### src/rtl/rv_alu_pkg.sv
// Shared RV32I execute-stage definitions: ALU operation codes, controller-side
// ALUOp constants and the registered execute-result record.
package rv_alu_pkg;

    localparam int DEFAULT_DATA_W = 32;
    localparam int DEFAULT_RA_W   = 5;

    typedef enum logic [3:0] {
        ALU_AND  = 4'b0000,
        ALU_OR   = 4'b0001,
        ALU_ADD  = 4'b0010,
        ALU_SUB  = 4'b0011,
        ALU_SLL  = 4'b0100,
        ALU_SRL  = 4'b0101,
        ALU_XOR  = 4'b0110,
        ALU_SRA  = 4'b0111,
        ALU_BEQ  = 4'b1000,
        ALU_LUI  = 4'b1001,
        ALU_BNE  = 4'b1010,
        ALU_BLT  = 4'b1011,
        ALU_SLT  = 4'b1100,
        ALU_BGE  = 4'b1101,
        ALU_JAL  = 4'b1110,
        ALU_JALR = 4'b1111
    } alu_op_e;

    // Main-decoder to ALU-controller class codes.
    localparam logic [2:0] ALUOP_MEM    = 3'd0;
    localparam logic [2:0] ALUOP_BRANCH = 3'd1;
    localparam logic [2:0] ALUOP_RTYPE  = 3'd2;
    localparam logic [2:0] ALUOP_ITYPE  = 3'd3;
    localparam logic [2:0] ALUOP_LUI    = 3'd4;
    localparam logic [2:0] ALUOP_JAL    = 3'd5;
    localparam logic [2:0] ALUOP_JALR   = 3'd6;

    typedef struct packed {
        logic [DEFAULT_DATA_W-1:0] result;
        logic                      redirect;
        logic [DEFAULT_DATA_W-1:0] target;
        logic [DEFAULT_RA_W-1:0]   rd;
        logic                      wen;
    } ex_result_t;

    function automatic logic is_branch(input alu_op_e op);
        return (op == ALU_BEQ) || (op == ALU_BNE) || (op == ALU_BLT) || (op == ALU_BGE);
    endfunction

endpackage

### src/rtl/alu_core.sv
// Combinational RV32I execute datapath: ALU result, branch decision,
// jump/branch target and link value.
module alu_core
    import rv_alu_pkg::*;
#(
    parameter int DATA_W = DEFAULT_DATA_W
) (
    input  logic [3:0]        operation,
    input  logic [DATA_W-1:0] src_a,
    input  logic [DATA_W-1:0] src_b,
    input  logic [DATA_W-1:0] pc,
    input  logic [DATA_W-1:0] imm,
    output logic [DATA_W-1:0] result,
    output logic              redirect,
    output logic [DATA_W-1:0] target
);

    localparam int SH_W = $clog2(DATA_W);

    alu_op_e           op;
    logic [SH_W-1:0]   shamt;
    logic [DATA_W-1:0] sum;
    logic [DATA_W-1:0] diff;
    logic [DATA_W-1:0] pc_plus_4;
    logic [DATA_W-1:0] pc_plus_imm;
    logic [DATA_W-1:0] jalr_sum;
    logic              eq;
    logic              lt;
    logic              taken;

    assign op          = alu_op_e'(operation);
    assign shamt       = src_b[SH_W-1:0];
    assign sum         = src_a + src_b;
    assign diff        = src_a - src_b;
    assign pc_plus_4   = pc + DATA_W'(4);
    assign pc_plus_imm = pc + imm;
    assign jalr_sum    = src_a + imm;
    assign eq          = (src_a == src_b);
    assign lt          = ($signed(src_a) < $signed(src_b));

    // Only meaningful for the four branch codes; BGE is the complement of BLT.
    assign taken = (op == ALU_BEQ) ?  eq :
                   (op == ALU_BNE) ? !eq :
                   (op == ALU_BLT) ?  lt : !lt;

    always_comb begin
        // NOTE: every output gets a default before the case so no path leaves one unassigned (no latch).
        result   = '0;
        redirect = 1'b0;
        target   = '0;
        unique case (op)
            ALU_AND:  result = src_a & src_b;
            ALU_OR:   result = src_a | src_b;
            ALU_ADD:  result = sum;
            ALU_SUB:  result = diff;
            ALU_SLL:  result = src_a << shamt;
            ALU_SRL:  result = src_a >> shamt;
            ALU_XOR:  result = src_a ^ src_b;
            ALU_SRA:  result = $signed(src_a) >>> shamt;
            ALU_LUI:  result = src_b;
            ALU_SLT:  result = {{(DATA_W-1){1'b0}}, lt};
            ALU_BEQ, ALU_BNE, ALU_BLT, ALU_BGE: begin
                result   = {{(DATA_W-1){1'b0}}, taken};
                redirect = taken;
                target   = taken ? pc_plus_imm : '0;
            end
            ALU_JAL: begin
                result   = pc_plus_4;
                redirect = 1'b1;
                target   = pc_plus_imm;
            end
            ALU_JALR: begin
                result   = pc_plus_4;
                redirect = 1'b1;
                target   = jalr_sum & ~DATA_W'(1);
            end
        endcase
    end

endmodule

### src/rtl/ex_stage_alu.sv
// RV32I execute stage: alu_core result registered into a main output register
// backed by one skid entry, so in_ready comes straight from a flop.
module ex_stage_alu
    import rv_alu_pkg::*;
#(
    parameter int DATA_W = DEFAULT_DATA_W,
    parameter int RA_W   = DEFAULT_RA_W
) (
    input  logic              clk,
    input  logic              rst_n,
    input  logic              flush,
    input  logic              in_valid,
    output logic              in_ready,
    input  logic [3:0]        operation,
    input  logic [DATA_W-1:0] src_a,
    input  logic [DATA_W-1:0] src_b,
    input  logic [DATA_W-1:0] pc,
    input  logic [DATA_W-1:0] imm,
    input  logic [RA_W-1:0]   rd_in,
    input  logic              wen_in,
    output logic              out_valid,
    input  logic              out_ready,
    output logic [DATA_W-1:0] result,
    output logic              redirect,
    output logic [DATA_W-1:0] target,
    output logic [RA_W-1:0]   rd_out,
    output logic              wen_out
);

    logic [DATA_W-1:0] core_result;
    logic              core_redirect;
    logic [DATA_W-1:0] core_target;

    ex_result_t new_entry;
    ex_result_t main_q;
    ex_result_t skid_q;
    logic       main_valid;
    logic       skid_valid;
    logic       in_fire;

    alu_core #(.DATA_W(DATA_W)) u_alu_core (
        .operation (operation),
        .src_a     (src_a),
        .src_b     (src_b),
        .pc        (pc),
        .imm       (imm),
        .result    (core_result),
        .redirect  (core_redirect),
        .target    (core_target)
    );

    always_comb begin
        new_entry.result   = core_result;
        new_entry.redirect = core_redirect;
        new_entry.target   = core_target;
        new_entry.rd       = rd_in;
        new_entry.wen      = wen_in;
    end

    assign in_ready = !skid_valid;
    assign in_fire  = in_valid && in_ready;

    // NOTE: sequential state uses non-blocking assignments so every flop samples pre-edge values.
    always_ff @(posedge clk or negedge rst_n) begin
        if (!rst_n) begin
            main_valid <= 1'b0;
            skid_valid <= 1'b0;
            // NOTE: payload registers are reset too, because the outputs must read 0 straight out of reset.
            main_q     <= '0;
            skid_q     <= '0;
        end else if (flush) begin
            main_valid <= 1'b0;
            skid_valid <= 1'b0;
        end else if (!main_valid || out_ready) begin
            // Main is empty or draining: the older skid entry always wins over new input.
            if (skid_valid) begin
                main_q     <= skid_q;
                main_valid <= 1'b1;
                skid_valid <= 1'b0;
            end else begin
                main_valid <= in_fire;
                if (in_fire) begin
                    main_q <= new_entry;
                end
            end
        end else if (in_fire) begin
            skid_q     <= new_entry;
            skid_valid <= 1'b1;
        end
    end

    assign out_valid = main_valid;
    assign result    = main_q.result;
    assign redirect  = main_q.redirect;
    assign target    = main_q.target;
    assign rd_out    = main_q.rd;
    assign wen_out   = main_q.wen;

endmodule

### config.mk
export PLATFORM = sky130hd
export DESIGN_NAME = ex_stage_alu
export DESIGN_NICKNAME = d
export VERILOG_FILES = /design/src/rtl/rv_alu_pkg.sv /design/src/rtl/alu_core.sv /design/src/rtl/ex_stage_alu.sv
export SDC_FILE = /design/constraint.sdc
export NUM_CORES = 1
export LEC_CHECK = 0
export CORE_ASPECT_RATIO = 0.9
export CORE_MARGIN = 5
export CORE_UTILIZATION = 50
export DETAILED_ROUTE_END_ITERATION = 6
export PLACE_DENSITY = 0.77
export SLEW_MARGIN = 20
export SYNTH_ARGS = -nofsm -noshare
export SYNTH_HDL_FRONTEND = slang
export SYNTH_HIERARCHICAL = 1
export SYNTH_SLANG_ARGS = --single-unit
### constraint.sdc
create_clock -name clk -period 1.4 [get_ports clk]
set_input_delay 0.28 -clock clk [delete_from_list [all_inputs] [get_ports clk]]
set_output_delay 0.28 -clock clk [all_outputs]
set_load 0.02 [all_outputs]
==> results of run 1 <==
## routing by layer
layer,GRT overflow,GRT usage (%)
met5,0,15.3
met3,0,49.7
met2,58,88.1
met4,35,67.3
met1,1,69.5
## cells by family after synthesis
logic type | count (synthesis) | synth area share, %
mux | 320 | 21.1
fa+ha+maj | 163 | 10.6
xor+xnor | 83 | 3.72
buf+inv | 274 | 5.99
flops | 144 | 18.4
simple gates | 637 | 15.9
compound gates | 713 | 24.3
## cells in the mapped netlist (48+ instances only)
| library cell | count |
|---|---|
| clkbuf_1 | 97 |
| nand2_1 | 134 |
| ha_1 | 159 |
| a21oi_1 | 172 |
| o21ai_0 | 134 |
| dfrtp_1 | 144 |
| nand3_1 | 56 |
| mux2_2 | 216 |
| inv_1 | 119 |
| nor3_1 | 53 |
| xnor2_1 | 48 |
| o22ai_1 | 51 |
| nor2_1 | 213 |
| mux4_2 | 51 |
## what timing repair did
| action | 4_1_cts |
|---|---|
| hold buffers | 1 |
| gates cloned | 7 |
| endpoints found under the hold margin | 26 |
| gates resized for setup | 661 |
| setup endpoints to repair | 215 |
| setup buffers | 95 |
| pin swaps | 142 |
## metrics by stage
stage / std cells / area, um2 / hold slack, ns / setup slack [ns]
global placement: 3760 / 28400 / 0.194 / -3.33
detailed placement: 3760 / 28400 / 0.211 / -3.34
CTS: 3891 / 32000 / 0.376 / -2.02
floorplan: 2334 / 20000 / -0.0156 / -2.31
==> metrics.md, run 1 <==
| Metric | Value |
|---|---|
| Result of the run | `aborted with a tool error` |
| Stopped at | `global routing (5_1_grt)` |
| Stop err | `[ERROR GRT-0232] Routing congestion too high. Check the congestion heatmap in the GUI.` |
| Top_reg_cell synth | `dfrtp_1` |
| Worst setup endpoint GRT | `target[16]$_DFFE_PN0P_/D` |
| Worst ep type | `register input` |
| EDFF count, synth | `0` |
| Initial Utilization | `50.8%` |
| Post-synthesis instance area | `19500 um2` |
| Overall routing resource usage | `68.6%` |
| Most area-hungry cell type in the Yosys netlist | `dfrtp_1` |
| Die height | `198 um` |
| Io pins | `216` |
| #FFs+latches synth | `144` |
| Main area contributors after synthesis | `dfrtp_1 (18%), mux2_2 (12%), ha_1 (10%)` |
| PortBufs | `215` |
| Yosys warns | `6` |
| TritonCTS buffer count | `17` |
| Synth cell types | `94` |
| Row Count | `68` |
| Post-DP HPWL | `82.2 mm` |
| Largest net degree at the start of global routing | `53` |
| CTS Sinks | `144` |
| Net Count, Synth | `2640` |
| Post-Syn Instances | `2334` |
| Root buf cell | `clkbuf_16` |
| Bufs on Longest Clock Path | `2` |
| H-tree levels | `4` |
| Register area share after synthesis | `18.4%` |
| Share of the synthesized area in the top cell type | `18.4%` |
| Grt ovf | `94` |
| Mean area per synthesized cell | `8.37 um2` |
| Die X | `218 um` |
| Final Wtd Congestion | `1.12` |
| Post-synth ARST share | `100%` |
==> run 2: changes to the inputs <==
CORE_ASPECT_RATIO = not set   (was 0.9)
CORE_UTILIZATION = 35   (was 50)
PLACE_DENSITY = not set   (was 0.77)
PLACE_DENSITY_LB_ADDON = 0.15   (was not set)
clock period = 1.8 ns   (was 1.4 ns; I/O delays follow)
==> run 2 against run 1 <==
  * The flow now finishes, with violations (setup timing)
  * Area after synthesis unchanged
  * Synthesized cell count unchanged
==> metrics.md, run 2 <==
| Metric | Value |
|---|---|
| Grt ovf | `0` |
| Initial antenna violation count | `1` |
| Final-stage net count | `3743` |
| Vias/cell | `5.89` |
| Row Count | `86` |
| Routed WL | `112 mm` |
| Most frequent cells in the layout | `buf_4 (855), nor2_1 (189), dfrtp_1 (143)` |
| Slowest Stage Delay on Critical Path | `0.36 ns` |
| Synth cell types | `94` |
| Main combinational cell family by area after synthesis | `compound AO/OA/AOI/OAI gates` |
| Share of layout cells above drive strength 1 | `52.1%` |
| Worst setup SP type | `primary input` |
| Inst Count DP | `3990` |
| Layout Area Growth over Synthesis | `77.1%` |
| Critical path endpoint category | `flip-flop` |
| Adder-cell share of the synthesized area | `10.6%` |
| Die X | `246 um` |
| First DRT Iteration DRCs | `2253` |
| First-pass GRT wire length | `162 mm` |
| Critical path's most frequent cell | `buf_12` |
| TritonCTS buffer count | `17` |
| Commonest non-fill, non-tap cell in the layout | `buf_4` |
| Worst-skew pair later-pin latency | `0.47 ns` |
| Top reg by flops | `skid_q` |
| Yosys warns | `6` |
| Routed length per placed instance | `26.7 um` |
| Worst hold margin | `0.408 ns` |
| Final Wtd Congestion | `1.01` |
| Synth Area in XOR/XNOR | `3.72%` |
| Met2 wire length | `51.4 mm` |
| Antenna diode count | `0` |
| Commonest cells post-synth | `mux2_2 (216), nor2_1 (213), a21oi_1 (172)` |
| Actual slew at the worst max-slew pin | `0.772 ns` |
| Final Cycle Share | `199%` |
| Top_reg_cell synth | `dfrtp_1` |
| Metal3 WL | `8.36 mm` |
| Critical-path cell list | `buf_8 > inv_6 > ha_4 > inv_2 > fa_2 > nor3b_4 > o31ai_4 > a31oi_4 > o2111ai_4 > o211ai_1 > buf_4 > o211a_4 > o31ai_4 > buf_6 > buf_12 > buf_12 > buf_12 > o22ai_4 > mux2_4 > mux2_4` |
| Most area-hungry cell type in the Yosys netlist | `dfrtp_1` |
| Final Skew | `0.0111 ns` |
| Post-DP HPWL | `86.4 mm` |
| Simple-Gate Fraction of Synth Area | `15.9%` |
| Most frequent cell after synthesis | `mux2_2` |
| Mean area per synthesized cell | `8.37 um2` |
| CTS tree | `yes` |
| Largest net degree at the start of global routing | `50` |
| Post-synth ARST share | `100%` |
| EDFF count, synth | `0` |
| Antenna Nets Post-Route | `0` |
| Vias | `24.7k` |
| Vias in the first global route | `25.1k` |
| Violated checks | `setup timing` |
| WP data arrival | `3.93 ns` |
| Overall routing resource usage | `35.5%` |
| Setup Crit Path Kind | `primary input to flip-flop` |
| Die height | `246 um` |
| Unrepaired setup endpoints after global routing | `true` |
| Total power | `19.6 mW` |
| Post-Layout Cell Count | `4198` |
| Fin area | `34600 um2` |
| Max Used Layer | `met4` |
| Post-synthesis instance area | `19500 um2` |
| Residual DRC count | `0` |
| Max Fclk | `280 MHz` |
| Initial Utilization | `35.4%` |
| Max-slew violations | `0` |
| Top fanout value on the critical path | `4` |
| Worst Path Required | `2.16 ns` |
| Register area share after synthesis | `18.4%` |
| Post-Syn Instances | `2334` |
| Setup violators final | `130` |
| Bufs on Longest Clock Path | `2` |
| Net Count, Synth | `2640` |
| Mux cell area share after synthesis | `21.1%` |
| Min cycle time layout | `3.57 ns` |
| Post-synthesis compound-gate area fraction | `24.3%` |
| Leak pwr | `15.8 nW` |
| H-tree levels | `4` |
| Fin. Hold Viols | `0` |
| Die ar. | `60600 um2` |
| Worst hold-check path type | `primary input to asynchronous set/reset pin` |
| Root buf cell | `clkbuf_16` |
| Power Dens Cells | `566 nW/um2` |
| 1st-pass router iterations | `5` |
| Result of the run | `complete, but fails checks` |
| Share of the synthesized area in the top cell type | `18.4%` |
| Rel. slew slack | `48.5%` |
| Peak VDD IR | `0.000712 V` |
| DRT met1 WL | `44.3 mm` |
| CP max-delay cell | `fa_2` |
| CTS Sinks | `144` |
| Main area contributors after synthesis | `dfrtp_1 (18%), mux2_2 (12%), ha_1 (10%)` |
| Filler instances | `4810` |
| Final WS setup | `-1.77 ns` |
| Total core area | `55200 um2` |
| Max Cap Viol | `0` |
| PortBufs | `215` |
| Dpl cell area | `28800 um2` |
| Io pins | `216` |
| Worst-path clk slew | `0.07 ns` |
| Max reg flops | `71` |
| #FFs+latches synth | `144` |
[run 2: cell counts after synthesis]
No cell type changed its count.
[run 2: final timing paths]
kind                            start         end  slack (ns)  cells after the start
setup / recovery             src_a[0]   target[7]       -1.77                     20
hold / removal                  rst_n   result[7]        0.41                      2
setup reg to reg           skid_valid   target[6]           0                      5
hold reg to reg            result[14]  result[14]        0.50                      1
max in group asynchronous       rst_n  skid_q[12]        0.79                      3
min in group clk           result[14]  result[14]        0.50                      1
[run 2: logic make-up (layout without fill, tap and decap cells)]
family,Yosys count,in the layout
compound gates,713,713
simple gates,637,637
mux,320,320
buf+inv,274,1390
fa+ha+maj,163,163
flops,144,144
xor+xnor,83,83
[run 2: per-layer routing]
layer	up-vias	global-route usage, %
met4	0	20.6
met3	268	6.13
met2	1192	58.0
met5	-	0
li1	11000	-
met1	12200	44.1
[run 2: metrics by stage]
| stage | worst slack (ns) | utilization, % | TNS (ns) |
|---|---|---|---|
| 6_report | -1.77 | 62.7 | -181.56 |
| 2_1_floorplan | -1.99 | - | -206.11 |
| 5_1_grt | -1.80 | 62.7 | -187.62 |
| 3_3_place_gp | -3.19 | 52.2 | -340.89 |
| 4_1_cts | -1.72 | 60.4 | -173.49 |
| 3_5_place_dp | -3.17 | 52.2 | -343.85 |
[run 2: power breakdown]
part           switching [mW]  internal (mW)
combinational            5.71           5.73
sequential              0.395           3.95
clock                    1.79           2.00
total                    7.90           11.7
[run 2: timing repair]
item / CTS / global route
gates resized for setup: 941 / 259
pin swaps: 217 / 138
hold buffers: 1 / 0
setup endpoints to repair: 202 / 137
cloned: 13 / 3
setup buffers: 128 / 62
hold endpoints to repair: 25 / 0
[run 2: worst max-delay path, delay by kind of cell]
family | cells | cell delay [ns]
AO/OA/AOI/OAI | 7 | 1.47
adder cells (fa/ha/maj) | 2 | 0.49
buffers and inverters | 8 | 0.86
multiplexers | 2 | 0.55
AND/OR/NAND/NOR | 1 | 0.18
[run 2: layout make-up]
class | count | area (um2) | share of cell area, %
clock buffers | 17 | 425 | 1.23
clock inverters | 15 | 191 | 0.553
inverters | 124 | 557 | 1.61
multi-input cells | 1916 | 18000 | 51.9
flip-flops and latches | 144 | 3610 | 10.4
well taps | 748 | 936 | 2.70
repair buffers | 1234 | 10900 | 31.5
No activity file was read; power rests on OpenSTA's default activity.
==> run 3: changes to the inputs <==
clock period = 4.15 ns   (was 1.8 ns; I/O delays follow)
==> run 3 against run 2 <==
  * The flow now finishes without violations
  * Critical path depth is 3 lower
  * Worst hold slack better by 0.028 ns
  * Non-clock buffer count shrank 320
  * Routed wire length is 7.2% lower
  * Critical endpoint is now result[31]
==> metrics.md, run 3 (same netlist as run 2, synthesis figures left out) <==
| Metric | Value |
|---|---|
| Die ar. | `60600 um2` |
| Final Cycle Share | `99.4%` |
| Vias in the first global route | `23.2k` |
| Overall routing resource usage | `33.0%` |
| Root buf cell | `clkbuf_16` |
| Critical path endpoint category | `flip-flop` |
| Grt ovf | `0` |
| Initial Utilization | `35.4%` |
| Layout Area Growth over Synthesis | `47.9%` |
| Worst flop-to-flop path startpoint | `skid_valid` |
| Peak VDD IR | `0.000286 V` |
| Rel. slew slack | `29.0%` |
| CTS tree | `yes` |
| Setup Crit Path Kind | `primary input to flip-flop` |
| Final-stage net count | `3423` |
| Dpl cell area | `27400 um2` |
| First-pass GRT wire length | `150 mm` |
| Routed WL | `104 mm` |
| Post-DP HPWL | `83.5 mm` |
| Result of the run | `completed` |
| PortBufs | `215` |
| Fin area | `28900 um2` |
| Seq pwr share | `24.7%` |
| Max-slew violations | `0` |
| First DRT Iteration DRCs | `2074` |
| Total core area | `55200 um2` |
| Net Sw Frac | `39.5%` |
| Antenna diode count | `0` |
| Worst-skew pair later-pin latency | `0.47 ns` |
| Final WS setup | `0.0231 ns` |
| Vias/cell | `6.02` |
| Max Fclk | `242 MHz` |
| Bufs on Longest Clock Path | `2` |
| 1st-pass router iterations | `6` |
| Reg-to-reg setup timing slack | `1.74 ns` |
| Die height | `246 um` |
| Setup violators final | `0` |
| TritonCTS buffer count | `17` |
| Routed length per placed instance | `26.8 um` |
| Row Count | `86` |
| Psw | `3.00 mW` |
| Worst reg2reg path depth | `4` |
| Share of layout cells above drive strength 1 | `37.1%` |
| Io pins | `216` |
| Filler instances | `5281` |
| R2r endpoint | `skid_q[18]` |
| Max Cap Viol | `0` |
| Inst Count DP | `3828` |
| Vias | `23.3k` |
| Residual DRC count | `0` |
| Post-Layout Cell Count | `3878` |
| Leak pwr | `13.0 nW` |
| Power Dens Cells | `263 nW/um2` |
| WP data arrival | `4.48 ns` |
| Min cycle time layout | `4.13 ns` |
| Worst hold margin | `0.436 ns` |
| Final Skew | `0.0124 ns` |
| Pint | `4.60 mW` |
| Final design utilization | `52.3%` |
| Combinational fraction of design power | `53.7%` |
| Actual slew at the worst max-slew pin | `1.06 ns` |
| H-tree levels | `4` |
| Worst setup SP type | `primary input` |
| Initial antenna violation count | `6` |
| Top fanout value on the critical path | `3` |
| Final Wtd Congestion | `1.07` |
| Worst hold-check path type | `primary input to asynchronous set/reset pin` |
| Fin. Hold Viols | `0` |
| Antenna Nets Post-Route | `0` |
| Commonest non-fill, non-tap cell in the layout | `buf_4` |
| Top reg by flops | `skid_q` |
| Clock power share | `21.7%` |
| Largest net degree at the start of global routing | `90` |
| Max reg flops | `71` |
| Fin Setup TNS | `0 ns` |
| Total power | `7.60 mW` |
| CTS Sinks | `144` |
| Die X | `246 um` |
| Worst-path clk slew | `0.07 ns` |
| CTS hold repair buffers | `0` |
| Pre-CTS WS | `-1.19 ns` |
| Most frequent cells in the layout | `buf_4 (662), mux2_2 (213), nor2_1 (210)` |
| Worst Path Required | `4.51 ns` |
==> run 3: cell type report <==
type                    instances  area (um2)  share of cell area (%)
clock buffers                  17         425                    1.47
clock inverters                15         185                   0.641
inverters                     124         479                    1.66
multi-input cells            1916       15600                    54.1
flip-flops and latches        144        3610                    12.5
well taps                     748         936                    3.24
repair buffers                914        7640                    26.4
==> run 3: worst max-delay path by stage <==
stage / start / depth (start not counted) / slack [ns] / to
after floorplan: src_b[2] / 18 / -0.11 / target[13]
after global placement: src_a[21] / 14 / -1.10 / result[22]
after detailed placement: src_a[0] / 17 / -1.19 / target[18]
after CTS: src_b[4] / 16 / -0.01 / result[30]
after global routing: src_a[7] / 15 / -0.03 / target[31]
final: src_a[1] / 17 / 0.02 / result[31]
==> run 3: power groups by stage <==
stage	Combinational (mW)	Sequential [mW]	Clock, mW
detailed placement	3.88	1.90	0
CTS	3.97	1.88	1.71
finish	4.08	1.88	1.65
global route	4.32	1.92	1.76
floorplan	1.77	2.03	0
global placement	3.85	1.89	0
==> run 3: per-layer routing <==
metal | up-vias | GRT usage (%) | wire length, um
met5 | - | 0 | 23
met4 | 4 | 16.7 | 6710
li1 | 10400 | - | -
met3 | 246 | 5.94 | 7510
met2 | 1138 | 54.2 | 47700
met1 | 11600 | 41.6 | 41900
==> run 3: worst max-delay path, stage by stage <==
cell and delay [ns]:
dlygate4sd2_1 0.31, inv_1 0.12, ha_1 0.32, buf_4 0.14, a211o_1 0.33, a2111oi_4 0.38, buf_6 0.19, o22ai_2 0.12
o2111ai_2 0.28, nand3_1 0.19, a21oi_2 0.19, buf_4 0.15, nor3_1 0.04, o21ai_0 0.14, a31oi_1 0.16, mux2_2 0.31
mux2_2 0.26
==> run 3: what timing repair did <==
action,CTS,global route
cloned,1,2
resized for setup,161,81
setup buffers,14,3
pin swaps,46,42
endpoints found under the setup margin,96,53
hold endpoints to repair,0,0
